**config.mk**
```make
export PLATFORM = sky130hd
export DESIGN_NAME = irq_controller
export DESIGN_NICKNAME = d
export VERILOG_FILES = /design/src/rtl/irqc_pkg.sv /design/src/rtl/prio_enc.sv /design/src/rtl/irq_controller.sv
export SDC_FILE = /design/constraint.sdc
export NUM_CORES = 1
export LEC_CHECK = 0
export BUFFER_PORTS_ARGS = -buffer_cell sky130_fd_sc_hd__buf_2
export CAP_MARGIN = 20
export CORE_MARGIN = 2
export CORE_UTILIZATION = 25
export DETAILED_ROUTE_END_ITERATION = 16
export PLACE_DENSITY = 0.47
export SETUP_SLACK_MARGIN = 0.3
export SLEW_MARGIN = 40
export SYNTH_ARGS = -nofsm -noshare
export SYNTH_HDL_FRONTEND = slang
export SYNTH_SLANG_ARGS = --single-unit
```
**constraint.sdc**
```tcl
create_clock -name clock -period 4.54 [get_ports clock]
set_input_delay 0.454 -clock clock [delete_from_list [all_inputs] [get_ports clock]]
set_output_delay 0.454 -clock clock [all_outputs]
set_load 0.05 [all_outputs]
```
**src/rtl/irqc_pkg.sv**
```systemverilog
// Shared types and register-window addresses for the interrupt controller.
package irqc_pkg;

    typedef enum logic [1:0] {
        IDLE    = 2'd0,
        REQ     = 2'd1,
        SERVICE = 2'd2
    } state_e;

    localparam logic [1:0] ADDR_PENDING = 2'd0;
    localparam logic [1:0] ADDR_MASK    = 2'd1;
    localparam logic [1:0] ADDR_STATUS  = 2'd2;
    localparam logic [1:0] ADDR_COMPARE = 2'd3;

endpackage

```
**src/rtl/prio_enc.sv**
```systemverilog
// Fixed-priority encoder: the lowest set request index wins.
module prio_enc #(
    parameter int unsigned N  = 8,
    parameter int unsigned IW = 3
) (
    input  logic [N-1:0]  req_i,
    output logic          valid_o,
    output logic [IW-1:0] idx_o
);

    // Scan downward so the last hit written is the lowest index.
    always_comb begin
        valid_o = |req_i;
        idx_o   = '0;
        for (int i = int'(N) - 1; i >= 0; i--) begin
            if (req_i[i]) idx_o = IW'(i);
        end
    end

endmodule

```
**src/rtl/irq_controller.sv**
```systemverilog
// Edge-capturing, maskable, fixed-priority interrupt sequencer feeding cp0.
// Optional compare timer on source 0 is built when IRQC_TIMER_EN is defined.
module irq_controller
    import irqc_pkg::*;
#(
    parameter int unsigned width   = 32,
    parameter int unsigned NUM_SRC = 8,
    localparam int unsigned ID_W   = $clog2(NUM_SRC)
) (
    input  logic                clock,
    input  logic                reset,
    input  logic [NUM_SRC-1:0]  irq_src,
    input  logic [1:0]          addr,
    input  logic                wr_en,
    input  logic [width-1:0]    wr_data,
    output logic [width-1:0]    rd_data,
    input  logic                TakenInterrupt,
    input  logic                ERET,
    output logic                irq_out,
    output logic [ID_W-1:0]     irq_id
);

    state_e              state_q;
    logic [ID_W-1:0]     irq_id_q;
    logic                irq_out_q;
    logic [NUM_SRC-1:0]  src_q;
    logic [NUM_SRC-1:0]  pending_q, pending_d;
    logic [NUM_SRC-1:0]  mask_q, mask_d;
    logic [NUM_SRC-1:0]  rise, w1c, take_clr;
    logic                elig_valid;
    logic [ID_W-1:0]     win_idx;
`ifdef IRQC_TIMER_EN
    logic [31:0]         count_q, count_d;
    logic [31:0]         compare_q, compare_d;
`endif

    logic unused_bits;
    assign unused_bits = ^{wr_data, src_q};

    // Pending/mask next state: a fresh edge beats both W1C and the take clear.
    always_comb begin
        rise = irq_src & ~src_q;
`ifdef IRQC_TIMER_EN
        rise[0] = (count_q == compare_q);
`endif
        w1c = '0;
        if (wr_en && addr == ADDR_PENDING) w1c = wr_data[NUM_SRC-1:0];
        take_clr = '0;
        if (state_q == REQ && TakenInterrupt) take_clr = NUM_SRC'(1) << irq_id_q;
        pending_d = (pending_q & ~w1c & ~take_clr) | rise;
        mask_d = mask_q;
        if (wr_en && addr == ADDR_MASK) mask_d = wr_data[NUM_SRC-1:0];
`ifdef IRQC_TIMER_EN
        count_d   = count_q + 32'd1;
        compare_d = compare_q;
        if (wr_en && addr == ADDR_COMPARE) begin
            compare_d = 32'(wr_data);
            count_d   = '0;
        end
`endif
    end

    always_ff @(posedge clock or posedge reset) begin
        if (reset) begin
            src_q     <= '0;
            pending_q <= '0;
            mask_q    <= '0;
`ifdef IRQC_TIMER_EN
            count_q   <= '0;
            compare_q <= '1;
`endif
        end else begin
            src_q     <= irq_src;
            pending_q <= pending_d;
            mask_q    <= mask_d;
`ifdef IRQC_TIMER_EN
            count_q   <= count_d;
            compare_q <= compare_d;
`endif
        end
    end

    prio_enc #(.N(NUM_SRC), .IW(ID_W)) u_prio (
        .req_i   (pending_q & mask_q),
        .valid_o (elig_valid),
        .idx_o   (win_idx)
    );

    // Request/take/return sequencing; irq_id is frozen outside IDLE.
    always_ff @(posedge clock or posedge reset) begin
        if (reset) begin
            state_q   <= IDLE;
            irq_id_q  <= '0;
            irq_out_q <= 1'b0;
        end else begin
            case (state_q)
                IDLE: begin
                    if (elig_valid) begin
                        state_q   <= REQ;
                        irq_id_q  <= win_idx;
                        irq_out_q <= 1'b1;
                    end
                end
                REQ: begin
                    if (TakenInterrupt) begin
                        state_q   <= SERVICE;
                        irq_out_q <= 1'b0;
                    end else if (!(pending_q[irq_id_q] && mask_q[irq_id_q])) begin
                        state_q   <= IDLE;
                        irq_out_q <= 1'b0;
                    end
                end
                SERVICE: begin
                    if (ERET) state_q <= IDLE;
                end
                default: begin
                    state_q   <= IDLE;
                    irq_out_q <= 1'b0;
                end
            endcase
        end
    end

    assign irq_out = irq_out_q;
    assign irq_id  = irq_id_q;

    always_comb begin
        rd_data = '0;
        case (addr)
            ADDR_PENDING: rd_data = width'(pending_q);
            ADDR_MASK:    rd_data = width'(mask_q);
            ADDR_STATUS:  rd_data = width'({state_q, irq_id_q});
`ifdef IRQC_TIMER_EN
            default:      rd_data = width'(compare_q);
`else
            default:      rd_data = '0;
`endif
        endcase
    end

endmodule

```
==> out/results.tsv <==
stage	metric	value	unit
status	status	finished clean	
placement	Post-DP HPWL	2929	microns
worst_setup_path	critical-path cell list	mux2i_1 > o21ai_0 > buf_2	
logic_synthesis	Yosys cell types	36	
layout	layout cell share with drive strength beyond 1	0.2621	
logic_synthesis	post-synth top area share	0.4422	
worst_setup_path	Critical Path Slowest Stage Cell	dfrtp_1	
worst_setup_path	CP endpoint kind	output port	
sta	post-route minimum period	2.047	ns
sta	fin crit share	0.4509	
floorplan	die height	86.41	microns
global_route	Global Route Usage Sum	0.1153	
logic_synthesis	XOR/XNOR Fraction of Synth Area	0	
worst_setup_path	Critical path buffers and inverters	1	
clock_network	CTS Buf Count	5	
floorplan	core area	6681	sq um
clock_network	clock sink total	30	
sta	RSZ-0062 raised after global routing	false	
sta	final setup TNS	0	ns
detailed_routing	DRT iter0 DRCs	78	
floorplan	Rows	30	
layout	NumNets Final	253	
layout	Antenna diodes	0	
worst_setup_path	Startpoint Class	register	
floorplan	Die Area	7467	sq um
logic_synthesis	synthesized area	1698	sq um
sta	Worst Skew	0.005997	ns
clock_network	post-CTS setup buffers	0	
logic_synthesis	multiplexer share of the synthesized area	0.1201	
clock_network	CTS clk-pin slew, worst paths	0.06	ns
sta	Slew Limit Fails	0	
placement	Inst Count DP	279	
sta	Final Hold Fails	0	
layout	fillcell total	721	
detailed_routing	mean number of vias per cell	4.643	
placement	PortBufs	34	
logic_synthesis	largest family of logic cells by synthesized area	compound AO/OA/AOI/OAI gates	
logic_synthesis	Adder-Cell Fraction of Synth Area	0	
hold_path	worst hold path class	in2async	
logic_synthesis	warnings from Yosys	0	
detailed_routing	Vias	1328	
clock_network	clock tree from TritonCTS	done	
clock_network	htree depth	2	
logic_synthesis	cell taking the most area after synthesis	dfrtp_1	
logic_synthesis	count leader, synth	dfrtp_1	
detailed_routing	routed len/inst	14.30	microns
logic_synthesis	Synth Area in Simple Gates	0.1356	
sta	Max transition margin	0.6031	
power_and_ir_drop	Power Density	568.7	nW/um^2
global_route	vias in the first global route	1244	
logic_synthesis	synth top area cells	dfrtp_1 44%, buf_4 11%, mux2_2 6.0%, mux2i_1 4.7%, nand2_1 3.3%	
logic_synthesis	share of flip-flops with an asynchronous set or reset	1.000	
global_route	global route total overflow	0	
flow_run	max-cap viol count	0	
clock_network	worst skew pair latency	0.28	ns
worst_setup_path	critical path peak fanout	15	
logic_synthesis	top_reg_cell synth	dfrtp_1	
logic_synthesis	Post-synth EDFFs	0	
logic_synthesis	Seq/Total Area, Yosys	0.4422	
logic_synthesis	top cells by count, synth	30 x dfrtp_1, 24 x buf_4, 15 x nand2_1	
detailed_routing	drt total wl	4090	microns
clock_network	hold buffers post-CTS	0	
floorplan	# IOs	83	
worst_setup_path	reg2reg path depth	3	
floorplan	Die Span X	86.41	microns
clock_network	post-CTS resize count	0	
global_route	largest net degree at the start of global routing	31	
floorplan	initial core utilization	0.2541	
layout	fin cells	286	
logic_synthesis	Syn Inst Count	169	
layout	Layout Area Growth over Synthesis	14.30	%
global_route	initial antenna violation count	0	
worst_setup_path	largest stage delay on the critical path	0.71	ns
worst_setup_path	Setup Crit Path Kind	reg2out	
sta	Worst Max-Slew Pin Slew	0.5927	ns
detailed_routing	final routed DRC violation total	0	
detailed_routing	remaining antenna violation count	0	
layout	register area	750.7	sq um
power_and_ir_drop	Worst IR Drop VDD	0.1826	mV
logic_synthesis	Syn Area/Cell	10.05	sq um
layout	area of the multi-input gates	787.0	sq um
worst_setup_path	end of the worst register-to-register path	irq_out$_DFFE_PP0P_	
worst_setup_path	delay-heaviest family, CP	flip-flops	
sta	Setup-failing EPs final	0	
logic_synthesis	Yosys reg bits	30	
detailed_routing	First-pass DRT Iterations	4	
power_and_ir_drop	Static Leak	0.9295	nW
clock_network	Clock Tree Buf Depth	2	
placement	final RePlAce weighted congestion	0.7848	
worst_setup_path	Reg-to-Reg Start	irq_id[0]$_DFFE_PP0P_	
worst_setup_path	reg-to-reg setup timing slack	2.79	ns
worst_setup_path	WP data arrival	1.59	ns
global_route	global-route wire length before repair	6561	microns
logic_synthesis	Compound-Gate Fraction of Synth Area	0.1548	
sta	Max Clock Freq	488.5	MHz
clock_network	Root Driver	clkbuf_8	
worst_setup_path	worst path required time	4.09	ns
## sequential cells by signal, summed over array words and instances, names as in the netlist
signal / cells
irq_id: 3
pending_q: 8
state_q: 2
src_q: 8
irq_out: 1
mask_q: 8
## worst max path at each step
| stage | start | endpoint | slack (ns) | cells past startpoint |
|---|---|---|---|---|
| global placement | addr[0] | rd_data[4] | 2.51 | 5 |
| CTS | irq_id[1]$_DFFE_PP0P_ | rd_data[1] | 2.50 | 3 |
| detailed placement | addr[0] | rd_data[2] | 2.51 | 5 |
| global route | irq_id[1]$_DFFE_PP0P_ | rd_data[1] | 2.39 | 3 |
| floorplan | irq_id[0]$_DFFE_PP0P_ | rd_data[0] | 1.91 | 3 |
| finish | irq_id[1]$_DFFE_PP0P_ | rd_data[1] | 2.49 | 3 |
## placed cells by master (no fill, tap or decap), drive strengths merged, types with 2 or more instances in the layout
cell type / count
nand4b: 2
nor2b: 2
o311ai: 3
nand4: 3
a21oi: 5
nand3: 3
nand2: 15
buf: 35
and2: 5
mux2: 9
inv: 13
a32oi: 4
mux2i: 8
a22o: 4
dfrtp: 30
conb: 24
nor2: 6
o21ai: 11
a22oi: 6
clkbuf: 7
## layout make-up
| cell class | instances | area share |
|---|---|---|
| multi-input cells | 121 | 0.4055 |
| well taps | 80 | 0.05158 |
| clock buffers | 7 | 0.03933 |
| flip-flops and latches | 30 | 0.3868 |
| inverters | 13 | 0.02515 |
| repair buffers | 35 | 0.09155 |
## worst min-delay path: stages
cell and delay (ns):
buf_2 0.09, inv_1 0.04, buf_4 0.35
## metrics by stage
step | total power (W) | setup slack [ns] | cell area, sq um | util | hold WS (ns)
2_1_floorplan | 0.0007948 | 1.906 | 1784 | - | 0.3996
3_3_place_gp | 0.0009030 | 2.514 | 1864 | 0.2790 | 0.4044
3_5_place_dp | 0.0009045 | 2.515 | 1864 | 0.2790 | 0.4147
4_1_cts | 0.001110 | 2.498 | 1941 | 0.2904 | 0.2533
5_1_grt | 0.001172 | 2.387 | 1941 | 0.2904 | 0.2808
6_report | 0.001104 | 2.493 | 1941 | 0.2904 | 0.2424
## kinds of logic (layout without fill, tap and decap cells)
logic type	count (synthesis)	after routing
AOI/OAI and AO/OA	37	37
and+or+nand+nor	42	42
buffers and inverters	41	55
other	1	24
DFF	30	30
muxes	18	18
## power breakdown
| group | total (W) | switching [W] | internal [W] |
|---|---|---|---|
| Combinational | 0.000456 | 0.000304 | 0.000152 |
| Clock | 0.000202 | 0.0000969 | 0.000105 |
| Sequential | 0.000446 | 0.000116 | 0.000330 |
## layer usage
metal	wire length (microns)	GRT usage	part of all wire
met3	193	0.03714	0.047
met2	1936	0.1713	0.47
met4	69	0.05114	0.017
met5	0	0	0
met1	1891	0.1533	0.46
(Power assumes the default switching activity.)
